File: src/rtl/cla_pkg.sv
// Shared definitions for the sequential carry-lookahead adder/subtractor:
// FSM state encoding, slice width and the slice-count helper.
package cla_pkg;

    // Operation sequencer states
    typedef enum logic [1:0] {
        IDLE = 2'd0,
        RUN  = 2'd1,
        DONE = 2'd2
    } state_t;

    // Width of the single carry-lookahead slice reused every cycle
    localparam int SLICE_W = 4;

    // Number of slice passes needed to cover a WIDTH-bit operand
    function automatic int nslices(input int width);
        return width / SLICE_W;
    endfunction

endpackage

File: src/rtl/cla4_slice.sv
// Combinational 4-bit carry-lookahead slice. c[i] is the carry out of bit i,
// so c[3] is the slice carry-out and c[2] is the carry into the top bit.
module cla4_slice (
    input  logic [3:0] a,
    input  logic [3:0] b,
    input  logic       cin,
    output logic [3:0] s,
    output logic [3:0] c
);

    logic [3:0] g;
    logic [3:0] p;

    assign g = a & b;
    assign p = a ^ b;

    // All four carries are flattened sums of generate/propagate terms so no
    // carry ripples through another carry.
    assign c[0] = g[0]
                | (p[0] & cin);
    assign c[1] = g[1]
                | (p[1] & g[0])
                | (p[1] & p[0] & cin);
    assign c[2] = g[2]
                | (p[2] & g[1])
                | (p[2] & p[1] & g[0])
                | (p[2] & p[1] & p[0] & cin);
    assign c[3] = g[3]
                | (p[3] & g[2])
                | (p[3] & p[2] & g[1])
                | (p[3] & p[2] & p[1] & g[0])
                | (p[3] & p[2] & p[1] & p[0] & cin);

    // Each sum bit is its propagate term XOR the carry coming into that bit
    assign s = p ^ {c[2:0], cin};

endmodule

File: src/rtl/cla_seq_addsub.sv
// Multi-cycle WIDTH-bit adder/subtractor. One 4-bit CLA slice is reused once
// per nibble, least significant nibble first; subtraction is a + ~b + 1.
//
// Handshakes: a transfer happens on a rising edge where valid and ready are
// both high. The producer side accepts only in IDLE; the result side holds
// out_valid, result, carry and overflow stable until out_ready is seen.
module cla_seq_addsub
    import cla_pkg::*;
#(
    parameter int WIDTH = 16
) (
    input  logic             clk,
    input  logic             rst_n,
    input  logic             in_valid,
    output logic             in_ready,
    input  logic [WIDTH-1:0] a,
    input  logic [WIDTH-1:0] b,
    input  logic             sub,
    output logic             out_valid,
    input  logic             out_ready,
    output logic [WIDTH-1:0] result,
    output logic             carry,
    output logic             overflow
);

    localparam int NS    = nslices(WIDTH);
    localparam int IDX_W = (NS > 1) ? $clog2(NS) : 1;
    localparam logic [IDX_W-1:0] LAST_IDX = IDX_W'(NS - 1);

    // Sequencer state, kept as a plain named register so checkers can bind to it
    state_t           state;
    logic [WIDTH-1:0] a_q;
    logic [WIDTH-1:0] b_q;
    logic [WIDTH-1:0] res_q;
    logic [IDX_W-1:0] idx;
    logic             run_c;
    logic             carry_q;
    logic             ovf_q;
    logic             in_ready_q;
    logic             out_valid_q;

    logic [SLICE_W-1:0] a_nib;
    logic [SLICE_W-1:0] b_nib;
    logic [SLICE_W-1:0] s_nib;
    logic [SLICE_W-1:0] c_nib;

    // Lower slice carries are internal to the slice and not needed here
    logic unused_low_carries;
    assign unused_low_carries = ^c_nib[1:0];

    // Select the operand nibbles addressed by the slice counter
    always_comb begin
        a_nib = '0;
        b_nib = '0;
        for (int k = 0; k < NS; k++) begin
            if (idx == IDX_W'(k)) begin
                a_nib = a_q[k*SLICE_W +: SLICE_W];
                b_nib = b_q[k*SLICE_W +: SLICE_W];
            end
        end
    end

    cla4_slice u_slice (
        .a   (a_nib),
        .b   (b_nib),
        .cin (run_c),
        .s   (s_nib),
        .c   (c_nib)
    );

    // Sequencer: accept operands, run one nibble per cycle, hold the result
    always_ff @(posedge clk or negedge rst_n) begin
        if (!rst_n) begin
            state       <= IDLE;
            a_q         <= '0;
            b_q         <= '0;
            res_q       <= '0;
            idx         <= '0;
            run_c       <= 1'b0;
            carry_q     <= 1'b0;
            ovf_q       <= 1'b0;
            in_ready_q  <= 1'b1;
            out_valid_q <= 1'b0;
        end else begin
            case (state)
                IDLE: begin
                    if (in_valid && in_ready_q) begin
                        a_q        <= a;
                        // Subtraction inverts B here; the +1 enters as the first carry
                        b_q        <= sub ? ~b : b;
                        run_c      <= sub;
                        idx        <= '0;
                        in_ready_q <= 1'b0;
                        state      <= RUN;
                    end
                end
                RUN: begin
                    for (int k = 0; k < NS; k++) begin
                        if (idx == IDX_W'(k)) begin
                            res_q[k*SLICE_W +: SLICE_W] <= s_nib;
                        end
                    end
                    run_c <= c_nib[3];
                    if (idx == LAST_IDX) begin
                        carry_q     <= c_nib[3];
                        // Signed overflow: carry into MSB differs from carry out of MSB
                        ovf_q       <= c_nib[3] ^ c_nib[2];
                        out_valid_q <= 1'b1;
                        idx         <= '0;
                        state       <= DONE;
                    end else begin
                        idx <= idx + 1'b1;
                    end
                end
                DONE: begin
                    if (out_ready) begin
                        out_valid_q <= 1'b0;
                        in_ready_q  <= 1'b1;
                        state       <= IDLE;
                    end
                end
                default: begin
                    state       <= IDLE;
                    idx         <= '0;
                    in_ready_q  <= 1'b1;
                    out_valid_q <= 1'b0;
                end
            endcase
        end
    end

    assign in_ready  = in_ready_q;
    assign out_valid = out_valid_q;
    assign result    = res_q;
    assign carry     = carry_q;
    assign overflow  = ovf_q;

endmodule

File: config.mk
export PLATFORM = sky130hd
export DESIGN_NAME = cla_seq_addsub
export DESIGN_NICKNAME = d
export VERILOG_FILES = /design/src/rtl/cla_pkg.sv /design/src/rtl/cla4_slice.sv /design/src/rtl/cla_seq_addsub.sv
export SDC_FILE = /design/constraint.sdc
export NUM_CORES = 1
export LEC_CHECK = 0
export ABC_CLOCK_PERIOD_IN_PS = 8900
export BUFFER_PORTS_ARGS = -buffer_cell sky130_fd_sc_hd__buf_4
export CELL_PAD_IN_SITES_DETAIL_PLACEMENT = 2
export CELL_PAD_IN_SITES_GLOBAL_PLACEMENT = 2
export CORE_MARGIN = 2
export CORE_UTILIZATION = 40
export CTS_BUF_LIST = sky130_fd_sc_hd__clkbuf_4 sky130_fd_sc_hd__clkbuf_8
export DETAILED_ROUTE_END_ITERATION = 16
export PLACE_DENSITY = 0.87
export RECOVER_POWER = 50
export SLEW_MARGIN = 20
export SYNTH_ARGS = -nofsm -noshare
export SYNTH_HDL_FRONTEND = slang
export SYNTH_HIERARCHICAL = 1
export SYNTH_SLANG_ARGS = --single-unit
File: constraint.sdc
create_clock -name clk -period 8.9 [get_ports clk]
set_clock_uncertainty 0.05 [all_clocks]
set_input_delay 0.89 -clock clk [delete_from_list [all_inputs] [get_ports clk]]
set_output_delay 0.89 -clock clk [all_outputs]
set_load 0.005 [all_outputs]
After elaboration in Yosys (flattened, before gate mapping) --
Index checks and enable logic that the tools add are counted.
Word-level totals: bits in registers 57, word-level logic and storage cells 94, bits of input ports 37
Operators by class: equality and inequality tests 8, multiplexer cells 24, reduce and logical (&&, ||, !) cells 14, bitwise logic cells 34, add/subtract/negate cells 1
Operators with widths (number):
- $mux W4 | 8
- $and A1 B1 Y1 | 16
- $mux W16 | 1
- $not A16 Y16 | 1
- $reduce_and A2 Y1 | 7
- $pmux W2 S3 | 2
- $mux W2 | 5
- $or A1 B1 Y1 | 10
- $reduce_and A3 Y1 | 3
- $xor A4 B4 Y4 | 2
- $eq A2 B2 Y1 const B | 3
- $ne A2 B2 Y1 const B | 3
- $pmux W1 S3 | 2
- $mux W1 | 5
- $and A4 B4 Y4 | 1
- $eq A2 B1 Y1 const B | 2
- $logic_not A2 Y1 | 2
- $not A1 Y1 | 3
- $add A2 B1 Y2 const B | 1
- $pmux W1 S2 | 1
- $reduce_bool A2 Y1 | 1
- $logic_and A1 B1 Y1 | 1
- $xor A1 B1 Y1 | 1

Logic depth before layout (Yosys ltp) --
word-level depth 12, depth in mapped cells 13, gate-level depth less buffers 12

By module --
Netlist, hierarchy kept.
Modules (own cells, without submodules):
- cla_seq_addsub | cells each 228, area each 2672.6 µm², instances 1
- cla4_slice | cells each 15, area each 142.6 µm², instances 1

Worst setup path before layout --
No wires, ideal clock.
kind flip-flop to flip-flop, from reg idx[0], to reg carry_q, in the netlist carry, stages on the path, launching flop included 12, arrival 2660 ps, period minus slack after synthesis 2834 ps, setup time 125 ps, slack 6066 ps, path buffers 0, cells stage by stage dfrtp_1 -> inv_1 -> ha_1 -> nor2b_1 -> a221oi_1 -> o31ai_1 -> ha_1 -> a211oi_2 -> o21ba_2 -> inv_2 -> a21o_1 -> mux2_2
On the way: elaborated cells on any way between the ends 26
RTL lines:
- start: declaration | line cla_seq_addsub.sv:35 | logic [IDX_W-1:0] idx;
- start signal: assignment | line cla_seq_addsub.sv:112 | idx <= idx + 1'b1;
- $logic_not A2 Y1 | line cla_seq_addsub.sv:56 | if (idx == IDX_W'(k)) begin
- $mux W4 (3 in series) | line cla_seq_addsub.sv:56
- $mux W4 (*) | line cla_seq_addsub.sv:56
- named net b_nib[0] | line cla_seq_addsub.sv:43 | logic [SLICE_W-1:0] b_nib;
- $and A4 B4 Y4 or $xor A4 B4 Y4 (tied branches) | line cla4_slice.sv:14, cla4_slice.sv:15
- $and A1 B1 Y1, on equally long branches | line cla4_slice.sv:31, cla4_slice.sv:32
- $or A1 B1 Y1 or $and A1 B1 Y1 (tied branches) | line cla4_slice.sv:31, cla4_slice.sv:32
- $or A1 B1 Y1 (*) | line cla4_slice.sv:32 | | (p[3] & p[2] & p[1] & p[0] & cin);
- named net c_nib[3] | line cla_seq_addsub.sv:45 | logic [SLICE_W-1:0] c_nib;
- end signal: assignment | line cla_seq_addsub.sv:105 | carry_q <= c_nib[3];
- end: declaration | line cla_seq_addsub.sv:37 | logic carry_q;
Mark *: on every way through the listed nets, which the timed path passes. The rest lies on a longest branch. A chain may end at the register's enable or synchronous reset.

Worst setup path after layout --
from reg idx[1], to reg carry_q, in the netlist carry
The elaborated chain is that of the path after synthesis.

==> reports/qor.txt <==
======================================================================================
Syn. warnings                                                                        6
TritonCTS Buffers                                                                    9
Area Overhead vs Synth                                                           24.5%
Cell count after synthesis                                                         243
Critical-path top delay cell                                              sky130_fd_sc_hd__o31ai_1
Fraction of power consumed by sequential logic                                   33.9%
Power Internal                                                                  865 uW
Die extent in y                                                                87.9 um
CP most frequent cell                                                     sky130_fd_sc_hd__ha_1
Hold Path Class                                                           flop to flop
Largest vdd supply drop                                                         143 uV
Share of Yosys cell area claimed by the top area cell type                       49.8%
Crit path arrival time                                                         3.53 ns
Fraction of the yosys area taken by sequential cells                             50.7%
Routed WL                                                                      7530 um
Total setup buffers inserted after CTS                                               0
Largest cells by area after synthesis                                     sky130_fd_sc_hd__dfrtp_1, sky130_fd_sc_hd__mux2_2, sky130_fd_sc_hd__mux2_4, sky130_fd_sc_hd__xnor2_1, sky130_fd_sc_hd__a21oi_1
Number of hold-repair buffers added at the cts stage                                 0
CP Data Required Time                                                          9.07 ns
CTS H-tree depth                                                                     3
Antenna violations before repair                                                     0
Leakage dissipation                                                            1.62 nW
Power density cells                                                        396 nW/um^2
Estimated wirelength of the detail-placed design                               5100 um
Maximum buffer depth of the clock tree                                               2
Die Area                                                                     7720 um^2
Number of gates given a new drive strength after cts                                 0
Starting DRC count in detailed routing                                              49
Share of flip-flops with an asynchronous set or reset                             100%
Clock latency at the later pin of the worst-skew pair                          0.34 ns
Yosys cell types                                                                    31
Post-detailed-route via-to-cell ratio                                             5.17
Mean cell area of the mapped netlist                                         11.6 um^2
Max_slew headroom                                                                -104%
Status                                                                    finished, violations left
Synthesis-stage register bit count                                                  57
Net count reported at finish                                                       344
Maximum number of pins on one net before global-route repair                        58
IO Pins                                                                             57
Critical-path maximum fanout                                                        12
Via count of the first global-routing pass                                        2325
Cell type with the largest total area after synthesis                     sky130_fd_sc_hd__dfrtp_1
Remaining number of nets flagged by the antenna check after routing                  0
Starting density of the core                                                     41.4%
Clock slew at the register clock pins of the worst setup and hold paths        0.06 ns
RSZ-0062 raised after global routing                                                no
Min cycle time layout                                                          3.36 ns
Classification of the worst setup path                                    flop to flop
Clock network fraction of total power                                            20.6%
Critical path launch point type                                                   flop
Cell area after technology mapping                                           2820 um^2
Total track usage                                                                21.4%
CP cell instances                                                         inv_1, ha_1, nor2b_1, a221oi_1, o31ai_1, ha_1, a211oi_2, o21ba_2, inv_2, a21o_1, mux2_2
Wire length of the first global-routing pass                                  12400 um
Period utilization                                                               37.8%
Total iterations of the first detailed-routing run                                   4
Total Neg Setup Slack                                                             0 ns
Drt drc                                                                              0
Main synth FF type                                                        sky130_fd_sc_hd__dfrtp_1
Count of final max-slew check failures                                              58
Inserted Diodes                                                                      0
PortBufs                                                                            56
Number of placement rows                                                            30
Synth Net Count                                                                    289
RD Place Congestion                                                              0.784
Failing checks                                                            max-capacitance violations, max-slew violations
Most common cell after layout, fill and taps aside                        sky130_fd_sc_hd__dfrtp_1
Type of destination of the critical path                                          flop
Final routed wire length divided by cell count                                 18.9 um
Clock tree from TritonCTS                                                        built
Area of the core region                                                      6790 um^2
Cell chosen for the clock root                                            sky130_fd_sc_hd__clkbuf_8
Fraction of layout instances using a drive strength above 1                      35.6%
Share of total power in combinational logic                                      45.5%
Non-filler cells, final                                                            399
# placed instances                                                                 383
Die Span X                                                                     87.9 um
Most frequent cells in the layout                                         sky130_fd_sc_hd__dfrtp_1, sky130_fd_sc_hd__buf_4, sky130_fd_sc_hd__a21oi_1
CTS sink cnt                                                                        57
Post-synth EDFFs                                                                     0
Count of max-cap constraint violations                                               1
Final setup vio count                                                                0
Total via count in the routed design                                              2063
Achievable frequency                                                           298 MHz
Hold Violations, Final                                                               0
Delay of the slowest cell on the worst path                                    0.47 ns
Hold slack final                                                              0.458 ns
Proportion of total power due to net switching                                   37.7%
Tightest Pin Transition                                                        3.06 ns
GRT overflow                                                                         0
Switching power of the nets                                                     523 uW
======================================================================================
worst max-delay path: cells and delay by family, from the launching register on:
kind	cells	cell delay [ns]
AOI/OAI and AO/OA	5	1.32
adders and majority gates	2	0.67
and+or+nand+nor	1	0.41
DFF	1	0.40
muxes	1	0.26
buffers and inverters	2	0.14
final timing paths:
path | slack (ns) | startpoint | depth (start not counted) | endpoint
hold / removal | 0.46 | result[5] | 1 | result[5]
min in group asynchronous | 1.51 | rst_n | 1 | result[4]
setup reg to reg | 5.54 | idx[1] | 11 | carry
max in group asynchronous | 5.57 | rst_n | 1 | a_q[10]
hold reg to reg | 0.46 | result[5] | 1 | result[5]
setup / recovery | 5.54 | idx[1] | 11 | carry
per-stage QoR:
stage                     setup slack, ns  util [%]  area, um^2  total power, mW
after floorplan                      6.07         -        2820            0.865
after global placement               5.84      48.3        3280             1.05
after detailed placement             5.62      48.3        3280             1.10
after CTS                            5.53      51.7        3510             1.41
after global routing                 4.90      51.6        3500             1.50
final                                5.54      51.6        3500             1.39
synth_stat cells, types with 2 or more instances:
master                     count
sky130_fd_sc_hd__dfrtp_1      56
sky130_fd_sc_hd__a21oi_1      24
sky130_fd_sc_hd__nor2_1       21
sky130_fd_sc_hd__mux2_2       19
sky130_fd_sc_hd__nand2_1      18
sky130_fd_sc_hd__xnor2_1      18
sky130_fd_sc_hd__mux2_4       13
sky130_fd_sc_hd__o21ai_0      10
sky130_fd_sc_hd__ha_1          8
sky130_fd_sc_hd__nor2b_1       7
sky130_fd_sc_hd__a221oi_1      6
sky130_fd_sc_hd__inv_1         6
sky130_fd_sc_hd__o31ai_1       6
sky130_fd_sc_hd__buf_2         5
sky130_fd_sc_hd__a22o_1        4
sky130_fd_sc_hd__buf_6         4
sky130_fd_sc_hd__clkbuf_1      3
sky130_fd_sc_hd__xor2_1        2
power by group through the flow:
stage               combinational [mW]  sequential, mW  clock, mW
floorplan                        0.426           0.439          0
global placement                 0.579           0.468          0
detailed placement               0.623           0.475          0
CTS                              0.642           0.473      0.291
global route                     0.710           0.485      0.301
finish                           0.632           0.471      0.285
flip-flops by register name, summed over array words and instances (netlist names), 2 cells and up:
name / flops
state: 2
b_q: 16
a_q: 16
idx: 2
result: 16
cell families (layout without fill, tap and decap cells):
group / Yosys count / after routing / synth area share, %
flip-flops: 57 / 57 / 50.7
AO/OA/AOI/OAI: 54 / 54 / 12.0
AND/OR/NAND/NOR: 51 / 51 / 8.27
multiplexers: 32 / 32 / 14.5
XOR/XNOR: 20 / 20 / 6.22
buffers and inverters: 20 / 80 / 3.95
adder cells (fa/ha/maj): 9 / 9 / 4.27
final cells by class:
| cell class | count | area [um^2] |
|---|---|---|
| Tap cell | 96 | 120 |
| Sequential cell | 57 | 1430 |
| Inverter | 7 | 26.3 |
| Fill cell | 675 | 3290 |
| Timing Repair Buffer | 57 | 420 |
| Multi-Input combinational cell | 166 | 1280 |
| Clock buffer | 14 | 174 |
| Clock inverter | 2 | 60.1 |
routing by layer:
layer / routed length [um] / global-route usage (%) / part of all wire (%) / vias up
met1: 3330 / 27.9 / 44 / 1066
met2: 3860 / 35.7 / 51 / 41
met4: 83 / 5.87 / 1.1 / 0
li1: - / - / - / 949
met3: 250 / 5.09 / 3.3 / 7
met5: 0 / 0 / 0 / -
No activity file was read; power rests on OpenSTA's default activity.
